==> src/rtl/counter_dispatcher_pkg.sv <==
// Shared types and defaults for the counter dispatcher: slot FSM states and the
// round-robin pointer advance helper.
package sched_pkg;

  localparam int unsigned N_CNT_DEF  = 3;
  localparam int unsigned NUM_W_DEF  = 4;
  localparam int unsigned TIME_W_DEF = 4;

  typedef enum logic [0:0] {
    S_IDLE,
    S_SERVE
  } slot_state_e;

  function automatic int unsigned next_rr(input int unsigned ptr, input int unsigned n);
    return (ptr + 32'd1 >= n) ? 32'd0 : ptr + 32'd1;
  endfunction

endpackage

==> src/rtl/counter_dispatcher_if.sv <==
// FIFO-head handshake between the customer FIFO (master) and the dispatcher (slave).
interface counter_dispatcher_if
  import sched_pkg::*;
#(
  parameter int unsigned NUM_W  = NUM_W_DEF,
  parameter int unsigned TIME_W = TIME_W_DEF
) ();

  logic              head_valid;
  logic [NUM_W-1:0]  head_num;
  logic [TIME_W-1:0] head_time;
  logic              head_pop;

  modport master (
    output head_valid,
    output head_num,
    output head_time,
    input  head_pop
  );

  modport slave (
    input  head_valid,
    input  head_num,
    input  head_time,
    output head_pop
  );

endinterface

==> src/rtl/counter_dispatcher_slot.sv <==
// One service counter: loads a customer, counts its service time down and pulses
// done on the edge it returns to idle.
module counter_slot
  import sched_pkg::*;
#(
  parameter int unsigned NUM_W  = NUM_W_DEF,
  parameter int unsigned TIME_W = TIME_W_DEF
) (
  input  logic              clk,
  input  logic              rst_n,
  input  logic              load,
  input  logic [NUM_W-1:0]  load_num,
  input  logic [TIME_W-1:0] load_time,
  output logic              busy,
  output logic [NUM_W-1:0]  num,
  output logic [TIME_W-1:0] rem,
  output logic              done
);

  slot_state_e       state_q, state_d;
  logic [NUM_W-1:0]  num_q, num_d;
  logic [TIME_W-1:0] rem_q, rem_d;
  logic              done_q, done_d;

  always_comb begin
    state_d = state_q;
    num_d   = num_q;
    rem_d   = rem_q;
    done_d  = 1'b0;
    unique case (state_q)
      S_IDLE: begin
        if (load) begin
          state_d = S_SERVE;
          num_d   = load_num;
          // A zero service time still occupies the counter for one cycle.
          rem_d   = (load_time == '0) ? TIME_W'(1) : load_time;
        end
      end
      S_SERVE: begin
        if (rem_q == TIME_W'(1)) begin
          state_d = S_IDLE;
          num_d   = '0;
          rem_d   = '0;
          done_d  = 1'b1;
        end else begin
          rem_d = rem_q - TIME_W'(1);
        end
      end
      default: state_d = S_IDLE;
    endcase
  end

  // Reset is active-high here; aborted customers never raise done.
  always_ff @(posedge clk or posedge rst_n) begin
    if (rst_n) begin
      state_q <= S_IDLE;
      num_q   <= '0;
      rem_q   <= '0;
      done_q  <= 1'b0;
    end else begin
      state_q <= state_d;
      num_q   <= num_d;
      rem_q   <= rem_d;
      done_q  <= done_d;
    end
  end

  assign busy = (state_q == S_SERVE);
  assign num  = num_q;
  assign rem  = rem_q;
  assign done = done_q;

endmodule

==> src/rtl/counter_dispatcher.sv <==
// Pops the customer FIFO head into a free service counter, one grant per cycle.
// Round-robin by default; COUNTER_DISPATCHER_FIXED_PRIO_EN selects lowest-index-first.
module counter_dispatcher
  import sched_pkg::*;
#(
  parameter int unsigned N_CNT  = N_CNT_DEF,
  parameter int unsigned NUM_W  = NUM_W_DEF,
  parameter int unsigned TIME_W = TIME_W_DEF
) (
  input  logic                    clk,
  input  logic                    rst_n,
  counter_dispatcher_if.slave     head,
  output logic [N_CNT*NUM_W-1:0]  cnt_num,
  output logic [N_CNT*TIME_W-1:0] cnt_rem,
  output logic [N_CNT-1:0]        cnt_busy,
  output logic [N_CNT-1:0]        done_pulse,
  output logic [7:0]              served_cnt
);

  localparam int unsigned PtrW = $clog2(N_CNT);

  logic [N_CNT-1:0] free;
  logic [PtrW-1:0]  gnt_idx;
  logic [PtrW-1:0]  cand;
  logic             found;
  logic             head_pop;
  logic [7:0]       served_q, served_d;

  // Only slots whose registered busy is low are free, so a release never
  // shares an edge with a new grant.
  assign free     = ~cnt_busy;
  assign head_pop = !rst_n && head.head_valid && (|free);
  assign head.head_pop = head_pop;

`ifndef COUNTER_DISPATCHER_FIXED_PRIO_EN
  logic [PtrW-1:0] rr_ptr_q, rr_ptr_d;
`endif

  always_comb begin
    gnt_idx = '0;
    cand    = '0;
    found   = 1'b0;
    for (int unsigned i = 0; i < N_CNT; i++) begin
`ifdef COUNTER_DISPATCHER_FIXED_PRIO_EN
      cand = PtrW'(i);
`else
      cand = PtrW'((32'(rr_ptr_q) + i) % N_CNT);
`endif
      if (!found && free[cand]) begin
        found   = 1'b1;
        gnt_idx = cand;
      end
    end
  end

`ifndef COUNTER_DISPATCHER_FIXED_PRIO_EN
  always_comb begin
    rr_ptr_d = rr_ptr_q;
    if (head_pop) begin
      rr_ptr_d = PtrW'(next_rr(32'(gnt_idx), N_CNT));
    end
  end

  always_ff @(posedge clk or posedge rst_n) begin
    if (rst_n) begin
      rr_ptr_q <= '0;
    end else begin
      rr_ptr_q <= rr_ptr_d;
    end
  end
`endif

  always_comb begin
    served_d = served_q;
    if (head_pop && (served_q != 8'hff)) begin
      served_d = served_q + 8'd1;
    end
  end

  always_ff @(posedge clk or posedge rst_n) begin
    if (rst_n) begin
      served_q <= '0;
    end else begin
      served_q <= served_d;
    end
  end

  assign served_cnt = served_q;

  for (genvar i = 0; i < N_CNT; i++) begin : g_slot
    logic              s_busy;
    logic [NUM_W-1:0]  s_num;
    logic [TIME_W-1:0] s_rem;
    logic              s_done;

    counter_slot #(
      .NUM_W (NUM_W),
      .TIME_W(TIME_W)
    ) u_slot (
      .clk      (clk),
      .rst_n    (rst_n),
      .load     (head_pop && (gnt_idx == PtrW'(i))),
      .load_num (head.head_num),
      .load_time(head.head_time),
      .busy     (s_busy),
      .num      (s_num),
      .rem      (s_rem),
      .done     (s_done)
    );

    assign cnt_busy[i]                 = s_busy;
    assign done_pulse[i]               = s_done;
    assign cnt_num[i*NUM_W +: NUM_W]   = s_num;
    assign cnt_rem[i*TIME_W +: TIME_W] = s_rem;
  end

endmodule

==> src/flat_wrapper.sv <==
// flat-port wrapper written by rule: the top's interface ports become plain ports
module counter_dispatcher_flat import sched_pkg::*;
#(
  parameter int unsigned N_CNT  = N_CNT_DEF,
  parameter int unsigned NUM_W  = NUM_W_DEF,
  parameter int unsigned TIME_W = TIME_W_DEF
)
  (clk, rst_n, cnt_num, cnt_rem, cnt_busy, done_pulse, served_cnt, head_head_valid, head_head_num, head_head_time, head_head_pop);
  counter_dispatcher_if #(.NUM_W(NUM_W), .TIME_W(TIME_W)) head_i ();
  input  logic clk;
  input  logic rst_n;
  output logic [N_CNT*NUM_W-1:0] cnt_num;
  output logic [N_CNT*TIME_W-1:0] cnt_rem;
  output logic [N_CNT-1:0] cnt_busy;
  output logic [N_CNT-1:0] done_pulse;
  output logic [7:0] served_cnt;
  input wire logic [$bits(head_i.head_valid)-1:0] head_head_valid;
  input wire logic [$bits(head_i.head_num)-1:0] head_head_num;
  input wire logic [$bits(head_i.head_time)-1:0] head_head_time;
  output wire logic [$bits(head_i.head_pop)-1:0] head_head_pop;
  assign head_i.head_valid = head_head_valid;
  assign head_i.head_num = head_head_num;
  assign head_i.head_time = head_head_time;
  assign head_head_pop = head_i.head_pop;
  counter_dispatcher #(.N_CNT(N_CNT), .NUM_W(NUM_W), .TIME_W(TIME_W)) u_core (.clk(clk), .rst_n(rst_n), .head(head_i), .cnt_num(cnt_num), .cnt_rem(cnt_rem), .cnt_busy(cnt_busy), .done_pulse(done_pulse), .served_cnt(served_cnt));
endmodule
==> config.mk <==
export PLATFORM = sky130hd
export DESIGN_NAME = counter_dispatcher_flat
export DESIGN_NICKNAME = d
export VERILOG_FILES = /design/src/rtl/counter_dispatcher_pkg.sv /design/src/rtl/counter_dispatcher_if.sv /design/src/rtl/counter_dispatcher_slot.sv /design/src/rtl/counter_dispatcher.sv /design/src/flat_wrapper.sv
export SDC_FILE = /design/constraint.sdc
export NUM_CORES = 1
export LEC_CHECK = 0
export BUFFER_PORTS_ARGS = -buffer_cell sky130_fd_sc_hd__buf_2
export CAP_MARGIN = 15
export CORE_ASPECT_RATIO = 0.5
export CORE_UTILIZATION = 35
export DETAILED_ROUTE_END_ITERATION = 7
export GPL_ROUTABILITY_DRIVEN = 0
export GPL_TIMING_DRIVEN = 1
export PLACE_DENSITY = 0.62
export SLEW_MARGIN = 25
export SYNTH_ARGS = -nofsm -noshare
export SYNTH_HDL_FRONTEND = slang
export SYNTH_HIERARCHICAL = 1
export SYNTH_SLANG_ARGS = --single-unit
export TNS_END_PERCENT = 1
==> constraint.sdc <==
create_clock -name clk -period 2.5 [get_ports clk]
set_input_delay 0 -clock clk [delete_from_list [all_inputs] [get_ports clk]]
set_output_delay 0 -clock clk [all_outputs]
set_load 0.005 [all_outputs]
---- After elaboration in Yosys (flattened, before gate mapping) ----
Index checks and enable logic that the tools add are counted.
storage, ports and cells
  bits in registers ....................... 40
  bits in latches ......................... 0
  bits in writable memories ............... 0
  memory bits (read-only) ................. 0
  input port bits ......................... 11
  memories ................................ 0
operators by class
  add/sub/neg operators ................... 7
  multiply operators ...................... 0
  divide/modulo/power cells ............... 3
  order comparisons ....................... 4
  eq/ne operators ......................... 12
  shifts and indexed selects .............. 0
  muxes and demuxes ....................... 46
  bitwise gates (word level) .............. 4
  reduce and logical (&&, ||, !) cells .... 17
operator list
  cell                     count
  $mod A32 B2 Y32 const B  2
  $mux W4                  13
  $pmux W4 S2              6
  $mod A2 B2 Y32 const B   1
  $mux W1                  17
  $eq A4 B1 Y1 const B     3
  $sub A4 B1 Y4 const B    3
  $lt A2 B3 Y1 const B     3
  $add A8 B1 Y8 const B    1
  $logic_and A1 B1 Y1      8
  $mux W2                  4
  $ne A8 B8 Y1 const B     1
  $add A2 B1 Y3 const B    2
  $bmux W1 S2              3
  $ne A2 B1 Y1 const B     3
  $ne A2 B2 Y1 const B     3
  $pmux W1 S2              3
  $reduce_and A2 Y1        3
  $logic_not A4 Y1         1
  $add A2 B2 Y3 const B    1
  $ge A3 B2 Y1 const B     1
  $logic_not A1 Y1         3
  $not A1 Y1               3
  $not A3 Y3               1
  4 further kinds          4

---- Logic depth before layout (Yosys ltp) ----
Gate-level depths: netlist of the first run.
  word-level depth ........................ 14
  depth in mapped cells ................... 11

---- Modules after synthesis ----
Netlist of the first run, hierarchy kept.
modules (own cells, without submodules)
  module              times used  cells each  area an instance (µm²)
  counter_slot        3           45          479.2
  counter_dispatcher  1           77          759.5

---- Worst setup path before layout of the first run ----
No wires, ideal clock.
  path kind ............................... register -> register
  start point ............................. register u_core.rr_ptr_q[0]
  end point ............................... register u_core.g_slot[1].u_slot.num_q[0]
  setup time .............................. 0.121 ns
  arrival time ............................ 2.481 ns
  path slack .............................. -0.102 ns
  stages on the path, launching flop included .. 12
  path buffers ............................ 1
  period minus slack after synthesis ...... 2.602 ns
  path through ............................ dfrtp_1 -> inv_1 -> ha_1 -> nand2b_1 -> a221oi_2 -> o21ai_1 -> a221oi_2 -> and2_1 -> nor2b_1 -> clkbuf_1 -> nor2_1 -> a22o_1
on the way
  word-level cells in the longest chain between the ends .. 14
  elaborated cells on any way between the ends .. 24
  those cells by class .................... 2 x add/sub; 3 x div; 2 x eq/ne; 11 x mux; 6 x reduce/logical
ends and longest elaborated chain
  what                                                     line                           source
  from (decl)                                              counter_dispatcher.sv:36       logic [PtrW-1:0] rr_ptr_q, rr_ptr_d;
  from (signal assigned)                                   counter_dispatcher.sv:68       rr_ptr_q <= rr_ptr_d;
  branches (longest 9 deep; another with $mod A32 B2 Y32)  --
  $mux W2 *                                                counter_dispatcher.sv:49       if (!found && free[cand]) begin
  $eq A2 B1 Y1 *                                           counter_dispatcher.sv:102      .load (head_pop && (gnt_idx == PtrW'(i))),
  $logic_and A1 B1 Y1 *                                    counter_dispatcher.sv:102
  $ne A2 B2 Y1 (no source line) *                          --
  $reduce_and A2 Y1 (no source line) *                     --
  to (signal assigned)                                     counter_dispatcher_slot.sv:62  num_q <= num_d;
  to (decl)                                                counter_dispatcher_slot.sv:21  logic [NUM_W-1:0] num_q, num_d;
Mark *: on every way between the ends. The select of a mux whose other input is x is not followed.
A chain may end at the register's enable or synchronous reset.

---- Worst setup path after layout of the first run ----
  start point ............................. register u_core.rr_ptr_q[1]
  end point ............................... register u_core.g_slot[1].u_slot.rem_q[3]
on the way
  word-level cells in the longest chain between the ends .. 13
  elaborated cells on any way between the ends .. 23
  those cells by class .................... 2 x add/sub; 3 x div; 2 x eq/ne; 11 x mux; 5 x reduce/logical
ends and longest elaborated chain
  what                                                     line                           source
  branches (longest 9 deep; another with $mod A32 B2 Y32)  --
  $mux W2 *                                                counter_dispatcher.sv:49
  $eq A2 B1 Y1 *                                           counter_dispatcher.sv:102
  $logic_and A1 B1 Y1 *                                    counter_dispatcher.sv:102
  $ne A2 B2 Y1 (no source line) *                          --
  to (signal assigned)                                     counter_dispatcher_slot.sv:63  rem_q <= rem_d;
  to (decl)                                                counter_dispatcher_slot.sv:22  logic [TIME_W-1:0] rem_q, rem_d;
Marks and branches as above.

==> impl_metrics.csv, run 1 <==
group,metric,value,unit
synth,synth_area_leader_cell,"dfrtp_1",
route,drc,0,
clock_tree,cts_buffer_depth,2,
route,via_count,1836,
floorplan,initial_core_util,0.382,
sta,setup_violations,0,
floorplan,coreArea,0.00575,sq mm
floorplan,row_count,19,
global_routing,gr-total-overflow,0,
floorplan,dieWidth,114,microns
critical_path,critPathCaptureType,"flip-flop",
clock_tree,numCtsBuffers,5,
critical_path,cp_top_family,"simple AND/OR/NAND/NOR gates",
critical_path,r2r-end,"u_core/g_slot[1].u_slot/rem[3]",
global_routing,antenna_found_initial,0,
clock_tree,numClockSinks,40,
sta,relSlewSlack,0.728,
floorplan,dieHeight,58.0,microns
critical_path,cp.buffers_inverters,2,
synth,ys_seq_area_frac,0.456,
hold_path,hold_path_class,"in2reg",
critical_path,cp_common_cell,"buf_4",
sta,final_max_slew_viol_count,0,
global_routing,grt_pass1_vias,1803,
status,status,"finished clean",
final_layout,nets,298,
sta,period_minus_slack,2.45,ns
placed_design,dpl.hpwl,3.90,mm
clock_tree,path_clk_slew,0.06,ns
critical_path,reg2reg_from,"u_core/rr_ptr_q[1]",
critical_path,rrSetupSlack,0.05,ns
final_layout,n_antenna_cell,0,
synth,yosys-top-cells-count,"dfrtp_1, nor2_1, inv_1",
pwr,totalPowerFinal,3.94,mW
route,via_per_inst,5.09,
critical_path,worst_setup_path_start_kind,"flip-flop",
critical_path,crit_path_top_delay_cell,"dfrtp_2",
critical_path,crit_type,"reg2reg",
placed_design,io_buffer_count,49,
synth,yosysMostFrequentCell,"dfrtp_1",
job,maxCapViolCount,0,
sta,hold_violations,0,
clock_tree,cts_root_buf,"clkbuf_16",
clock_tree,cts_max_level,2,
hold_path,hold_depth,3,
global_routing,grt_max_degree,15,
hold_path,hold_path_end,"u_core/g_slot[1].u_slot/rem[2]",
clock_tree,cts_tree,"yes",
final_layout,fillCellCount,535,
route,wire_per_inst,15.2,microns
route,initialDrtViolationCount,70,
pwr,peakVddDrop,513,uV
hold_path,min_from,"head_head_time[2]",
global_routing,track_usage,0.173,
sta,post-route-period-util,0.980,
global_routing,grt_pass1_wl,8.71,mm
route,wl,5.49,mm
sta,fin_worst_skew,0.00340,ns
critical_path,cp.required,2.67,ns
synth,yosys-top-cells-area,"dfrtp_1, ha_1, a22o_1",
critical_path,cp_max_fo,6,
final_layout,area_growth,32.6,%
floorplan,dieArea,0.00662,sq mm
sta,whs,0.0515,ns
synth,synth_top_area_frac,0.456,
synth,ys_ff_latch,40,
pwr,leakage,1.41,nW
critical_path,rr_worst_depth,10,
sta,fmax,408,MHz
synth,syn-mean-instance-area,10.4,sq um
critical_path,cp_cell_sequence,"ha_4 > buf_4 > nand2b_1 > nor3_2 > o21ai_1 > and2_1 > and2_4 > nor2b_1 > buf_4 > a221o_1",
final_layout,layout-drive-gt1-share,0.357,
sta,worst_slew_pin_slew,0.407,ns
critical_path,critPathMaxStageDelay,0.45,ns
critical_path,arrival,2.62,ns
synth,synth_edf_count,0,
clock_tree,insertion_delay,0.28,ns
route,firstDrtPassIters,4,
synth,ys_types,45,
synth,syn_inst,212,
synth,ys_warn_count,6,
route,ant_nets,0,
synth,synth_fp_nets,234,
synth,async_flop_share,1.00,
synth,syn_area,0.00220,sq mm
synth,synth_flop_cell,"dfrtp_1",
floorplan,io_pins,50,
pwr,p_per_area,1350,mW/mm^2
==> layout by cell type (no fill, tap or decap), types with 5 or more instances in the layout <==
cell            n
a22o_1         13
nand2_1         9
a21o_1          5
xnor2_1         5
clkbuf_16       5
dfrtp_1        39
buf_4          15
nor2b_1         8
inv_1          13
ha_1            7
nand2b_1        6
dlygate4sd3_1   5
buf_2          49
nor2_1         16
==> repair_timing <==
| item | CTS | global route |
|---|---|---|
| endpoints found under the hold margin | 51 | 0 |
| buffers inserted | 0 | 3 |
| hold buffers | 5 | 0 |
| pin swaps | 1 | 5 |
| setup endpoints to repair | 12 | 16 |
| gates resized for setup | 3 | 19 |
| cloned | 0 | 0 |
==> power by group <==
| part | switching [mW] | internal [mW] | total (mW) |
|---|---|---|---|
| Clock | 0.269 | 0.474 | 0.744 |
| Sequential | 0.278 | 0.909 | 1.19 |
| Combinational | 0.967 | 1.04 | 2.01 |
==> metal layers <==
| metal | track usage | vias up | routed length (microns) |
|---|---|---|---|
| li1 | - | 886 | - |
| met1 | 0.225 | 894 | 2570 |
| met3 | 0.0418 | 9 | 307 |
| met2 | 0.281 | 47 | 2530 |
| met4 | 0.0705 | 0 | 79 |
| met5 | 0 | - | 0 |
==> flip-flops by register name, indices dropped and copies added (netlist names) <==
name,count
u_core/g_slot.u_slot/done,3
u_core/g_slot.u_slot/num,12
u_core/served_cnt,8
u_core/g_slot.u_slot/busy,3
u_core/g_slot.u_slot/rem,12
u_core/rr_ptr_q,2
==> worst max path at each step <==
stage                            start                              to  cells after the start
floorplan           u_core/rr_ptr_q[0]  u_core/g_slot[1].u_slot/num[0]                     11
global placement    u_core/rr_ptr_q[1]  u_core/g_slot[0].u_slot/num[1]                     10
detailed placement  u_core/rr_ptr_q[0]  u_core/g_slot[0].u_slot/num[1]                     11
CTS                 u_core/rr_ptr_q[0]  u_core/g_slot[1].u_slot/rem[3]                     10
global route        u_core/rr_ptr_q[1]  u_core/g_slot[1].u_slot/rem[3]                     10
finish              u_core/rr_ptr_q[1]  u_core/g_slot[1].u_slot/rem[3]                     10
==> through the flow <==
stage | util | setup TNS (ns) | cells | setup slack (ns) | area [sq um]
floorplan | - | -0.101 | 212 | -0.0216 | 2200
global placement | 0.446 | -0.316 | 345 | -0.0810 | 2570
detailed placement | 0.446 | -0.561 | 345 | -0.133 | 2570
CTS | 0.486 | 0 | 358 | 0.0115 | 2800
global route | 0.507 | -0.397 | 361 | -0.0756 | 2910
finish | 0.507 | 0 | 361 | 0.0502 | 2910
==> worst reg2reg max path, stage by stage (launching register included) <==
cell	delay (ns)
dfrtp_2	0.45
ha_4	0.30
buf_4	0.11
nand2b_1	0.10
nor3_2	0.23
o21ai_1	0.13
and2_1	0.21
and2_4	0.18
nor2b_1	0.13
buf_4	0.15
a221o_1	0.33
==> final cells by class <==
cell class / instances / area [sq um] / area share
Clock buffer: 5 / 125 / 0.0429
Clock inverter: 3 / 46.3 / 0.0159
Inverter: 15 / 56.3 / 0.0193
Multi-Input combinational cell: 145 / 1170 / 0.402
Sequential cell: 40 / 1000 / 0.344
Tap cell: 84 / 105 / 0.0361
Timing Repair Buffer: 69 / 408 / 0.140
==> cells by family after synthesis <==
family | after synthesis | synth area share
mux | 2 | 0.00968
fa+ha+maj | 11 | 0.0626
xor+xnor | 7 | 0.0279
compound gates | 45 | 0.169
flops | 40 | 0.456
buf+inv | 27 | 0.0581
simple gates | 80 | 0.218
No activity file was read; power rests on OpenSTA's default activity.
==> run 2: changes to the inputs <==
==> constraint.sdc (replaced) <==
create_clock -name clk -period 2.5 [get_ports clk]
set_input_delay 0.5 -clock clk [delete_from_list [all_inputs] [get_ports clk]]
set_output_delay 0.5 -clock clk [all_outputs]
set_load 0.005 [all_outputs]
==> impl_metrics.csv, run 2 (synthesis gave the netlist of run 1 again) <==
group,metric,value,unit
status,status,"finished clean",
floorplan,coreArea,0.00575,sq mm
critical_path,cp_max_fo,6,
clock_tree,numClockSinks,40,
critical_path,reg2reg_from,"u_core/rr_ptr_q[0]",
critical_path,r2r-end,"u_core/g_slot[1].u_slot/rem[3]",
sta,final_max_slew_viol_count,0,
pwr,leakage,1.38,nW
final_layout,nets,291,
critical_path,rrSetupSlack,0.07,ns
pwr,totalPowerFinal,3.86,mW
clock_tree,insertion_delay,0.28,ns
sta,fin_worst_skew,0.00379,ns
route,ant_nets,0,
clock_tree,cts_buffer_depth,2,
placed_design,io_buffer_count,49,
pwr,peakVddDrop,581,uV
critical_path,cp_cell_sequence,"inv_2 > ha_4 > buf_4 > nand2b_1 > a21oi_1 > o21ai_2 > and2_1 > and2_4 > nor2b_2 > buf_4 > a221o_1",
critical_path,critPathMaxStageDelay,0.39,ns
floorplan,row_count,19,
clock_tree,numCtsBuffers,5,
route,via_count,1811,
global_routing,antenna_found_initial,0,
clock_tree,cts_max_level,2,
critical_path,cp.buffers_inverters,3,
placed_design,dpl.hpwl,3.89,mm
sta,whs,0.236,ns
final_layout,area_growth,29.6,%
route,firstDrtPassIters,4,
sta,relSlewSlack,0.720,
critical_path,rr_worst_depth,11,
clock_tree,cts_root_buf,"clkbuf_16",
critical_path,arrival,2.60,ns
sta,fmax,412,MHz
sta,hold_violations,0,
sta,setup_violations,0,
final_layout,final_common_cell,"buf_2",
critical_path,cp_common_cell,"buf_4",
final_layout,final_cell_mix,"buf_2, dfrtp_1, nor2_1",
clock_tree,path_clk_slew,0.06,ns
global_routing,grt_pass1_wl,8.65,mm
pwr,p_per_area,1350,mW/mm^2
floorplan,io_pins,50,
floorplan,dieWidth,114,microns
critical_path,cp.required,2.67,ns
critical_path,cp_top_family,"compound AO/OA/AOI/OAI gates",
floorplan,dieHeight,58.0,microns
critical_path,crit_path_top_delay_cell,"dfrtp_1",
route,wl,5.39,mm
clock_tree,ctsHoldBuffers,0,
route,via_per_inst,5.12,
sta,worst_slew_pin_slew,0.420,ns
hold_path,hold_path_class,"in2async",
sta,period_minus_slack,2.43,ns
sta,fin_ws,0.0707,ns
critical_path,critPathCaptureType,"flip-flop",
floorplan,initial_core_util,0.382,
clock_tree,cts_tree,"yes",
final_layout,layout-drive-gt1-share,0.352,
critical_path,worst_setup_path_start_kind,"flip-flop",
route,drc,0,
global_routing,grt_pass1_vias,1722,
global_routing,gr-total-overflow,0,
final_layout,n_antenna_cell,0,
sta,post-route-period-util,0.972,
route,initialDrtViolationCount,66,
route,wire_per_inst,15.2,microns
global_routing,track_usage,0.173,
job,maxCapViolCount,0,
placed_design,pre_cts_ws,-0.109,ns
global_routing,grt_max_degree,15,
critical_path,crit_type,"reg2reg",
floorplan,dieArea,0.00662,sq mm
-- run 2: final cells by class --
| cell class | count | area (sq um) |
|---|---|---|
| Inverter | 15 | 56.3 |
| Fill cell | 556 | 2910 |
| Multi-Input combinational cell | 145 | 1170 |
| Clock inverter | 3 | 46.3 |
| Tap cell | 84 | 105 |
| Sequential cell | 40 | 1000 |
| Timing Repair Buffer | 62 | 347 |
| Clock buffer | 5 | 125 |
-- run 2: timing repair --
action	in CTS	in global routing
pin swaps	0	5
setup buffers	0	0
setup endpoints to repair	5	17
resized for setup	3	18
-- run 2: worst max path at each step --
stage / to / cells after the start / start / slack (ns)
final: u_core/g_slot[1].u_slot/rem[3] / 11 / u_core/rr_ptr_q[0] / 0.07
after CTS: u_core/g_slot[1].u_slot/rem[3] / 10 / u_core/rr_ptr_q[0] / 0.03
after floorplan: u_core/g_slot[1].u_slot/num[0] / 11 / u_core/rr_ptr_q[0] / -0.02
after global routing: u_core/g_slot[1].u_slot/rem[3] / 11 / u_core/rr_ptr_q[0] / -0.05
after global placement: u_core/g_slot[0].u_slot/num[1] / 11 / u_core/rr_ptr_q[0] / -0.06
after detailed placement: u_core/g_slot[0].u_slot/num[1] / 10 / u_core/rr_ptr_q[1] / -0.11
-- run 2: where the power goes --
| group | internal, mW | switching, mW |
|---|---|---|
| clock network | 0.474 | 0.275 |
| logic | 0.985 | 0.939 |
| registers | 0.908 | 0.277 |
| total | 2.37 | 1.49 |
-- run 2: metal layers --
| metal | part of all wire | vias to the layer above | global-route usage |
|---|---|---|---|
| li1 | - | 872 | - |
| met1 | 0.49 | 891 | 0.231 |
| met2 | 0.46 | 39 | 0.281 |
| met3 | 0.035 | 9 | 0.0397 |
| met4 | 0.014 | 0 | 0.0612 |
| met5 | 0 | - | 0 |
-- run 2: through the flow --
step	TNS (ns)	utilization	cell area, sq um	instances
5_1_grt	-0.0720	0.495	2850	354
2_1_floorplan	-0.101	-	2200	212
4_1_cts	0	0.478	2750	354
3_5_place_dp	-0.417	0.447	2570	346
3_3_place_gp	-0.219	0.447	2570	346
6_report	0	0.495	2850	354
==> run 3: changes to the inputs <==
Settings changed: CORE_UTILIZATION 35 to 45, HOLD_SLACK_MARGIN set to 0.06, PLACE_DENSITY 0.62 to 0.75.
==> impl_metrics.csv, run 3 (synthesis gave the netlist of run 1 again) <==
group,metric,value,unit
final_layout,n_antenna_cell,0,
sta,relSlewSlack,0.724,
global_routing,antenna_found_initial,0,
critical_path,worst_setup_path_start_kind,"flip-flop",
clock_tree,insertion_delay,0.29,ns
sta,post-route-period-util,0.971,
critical_path,arrival,2.61,ns
hold_path,hold_path_class,"in2async",
sta,worst_slew_pin_slew,0.413,ns
global_routing,track_usage,0.206,
floorplan,dieArea,0.00518,sq mm
critical_path,crit_path_top_delay_cell,"dfrtp_1",
pwr,p_per_area,1300,mW/mm^2
route,wl,5.07,mm
clock_tree,cts_max_level,2,
critical_path,critPathMaxStageDelay,0.39,ns
placed_design,io_buffer_count,49,
floorplan,row_count,17,
global_routing,gr-total-overflow,0,
route,firstDrtPassIters,4,
final_layout,final_common_cell,"buf_2",
clock_tree,cts_root_buf,"clkbuf_8",
route,via_per_inst,5.51,
clock_tree,numCtsBuffers,5,
clock_tree,path_clk_slew,0.08,ns
critical_path,cp_max_fo,6,
route,drc,0,
sta,rsz0062_at_grt,"yes",
sta,setup_violations,0,
route,initialDrtViolationCount,121,
sta,fin_worst_skew,0.00452,ns
sta,final_max_slew_viol_count,0,
final_layout,area_growth,24.4,%
critical_path,critPathCaptureType,"flip-flop",
sta,period_minus_slack,2.43,ns
floorplan,dieHeight,51.4,microns
placed_design,pre_cts_ws,-0.0963,ns
floorplan,coreArea,0.00453,sq mm
placed_design,dpl.hpwl,3.84,mm
pwr,peakVddDrop,469,uV
status,status,"finished clean",
final_layout,layout-drive-gt1-share,0.343,
route,via_count,1856,
final_layout,final_cell_mix,"buf_2, dfrtp_1, nor2_1",
sta,fmax,412,MHz
sta,tns,0,ns
floorplan,initial_core_util,0.485,
floorplan,dieWidth,101,microns
final_layout,nets,292,
job,maxCapViolCount,0,
clock_tree,numClockSinks,40,
global_routing,grt_max_degree,15,
clock_tree,cts_tree,"yes",
critical_path,crit_type,"reg2reg",
floorplan,io_pins,50,
critical_path,cp.required,2.68,ns
sta,fin_ws,0.0733,ns
global_routing,grt_pass1_vias,1710,
route,ant_nets,0,
critical_path,cp_common_cell,"a221oi_2",
critical_path,cp_cell_sequence,"inv_2 > ha_4 > nand2b_4 > a221oi_2 > o21ai_1 > a221oi_2 > and2_4 > nor2_1 > a21o_1 > a221o_1",
sta,hold_violations,0,
global_routing,grt_pass1_wl,8.07,mm
pwr,leakage,1.35,nW
route,wire_per_inst,15.1,microns
clock_tree,cts_buffer_depth,2,
critical_path,rrSetupSlack,0.07,ns
run 3: area by class of cell:
| cell class | count | area (sq um) |
|---|---|---|
| inverters | 15 | 56.3 |
| multi-input cells | 145 | 1130 |
| well taps | 66 | 82.6 |
| flip-flops and latches | 40 | 1000 |
| repair buffers | 63 | 350 |
| clock buffers | 5 | 68.8 |
| fillers | 373 | 1800 |
| clock inverters | 3 | 46.3 |
run 3: power breakdown:
part / internal [mW] / switching (mW)
Sequential: 0.908 / 0.271
Clock: 0.301 / 0.240
Combinational: 0.954 / 0.885
Total: 2.16 / 1.40
run 3: per-layer routing:
metal / global-route usage / share of wire
met1: 0.269 / 0.48
met2: 0.338 / 0.46
met5: 0 / 0
met4: 0.0700 / 0.0055
met3: 0.0506 / 0.053
run 3: path summary, 6_finish.rpt:
| path | startpoint | to | cells after the start |
|---|---|---|---|
| max | u_core/rr_ptr_q[0] | u_core/g_slot[1].u_slot/rem[3] | 10 |
| min | rst_n | u_core/served_cnt[2] | 2 |
| max reg2reg | u_core/rr_ptr_q[0] | u_core/g_slot[1].u_slot/rem[3] | 10 |
| min reg2reg | u_core/served_cnt[6] | u_core/served_cnt[6] | 1 |
| max in group asynchronous | rst_n | u_core/g_slot[2].u_slot/busy | 2 |
| min in group clk | head_head_num[2] | u_core/g_slot[1].u_slot/num[2] | 2 |
run 3: timing repair:
action,4_1_cts,5_1_grt
setup buffers,1,1
hold buffers,0,0
pin swaps,1,5
resized for setup,3,10
setup endpoints to repair,7,15
cloned,0,0
run 3: critical path, delay by kind of cell (launching register included):
kind | cells | cell delay (ns)
simple gates | 3 | 0.42
flops | 1 | 0.39
fa+ha+maj | 1 | 0.22
buf+inv | 1 | 0.09
compound gates | 5 | 1.19
run 3: stage by stage:
step           hold slack [ns]  cell area [sq um]  cells   util  power, mW
6_report                 0.219               2730    337  0.603       3.56
5_1_grt                  0.249               2730    337  0.603       3.80
4_1_cts                  0.226               2680    336  0.592       3.47
3_5_place_dp             0.479               2540    327  0.561       2.86
3_3_place_gp             0.475               2540    327  0.561       2.77
2_1_floorplan            0.340               2200    212      -       2.27
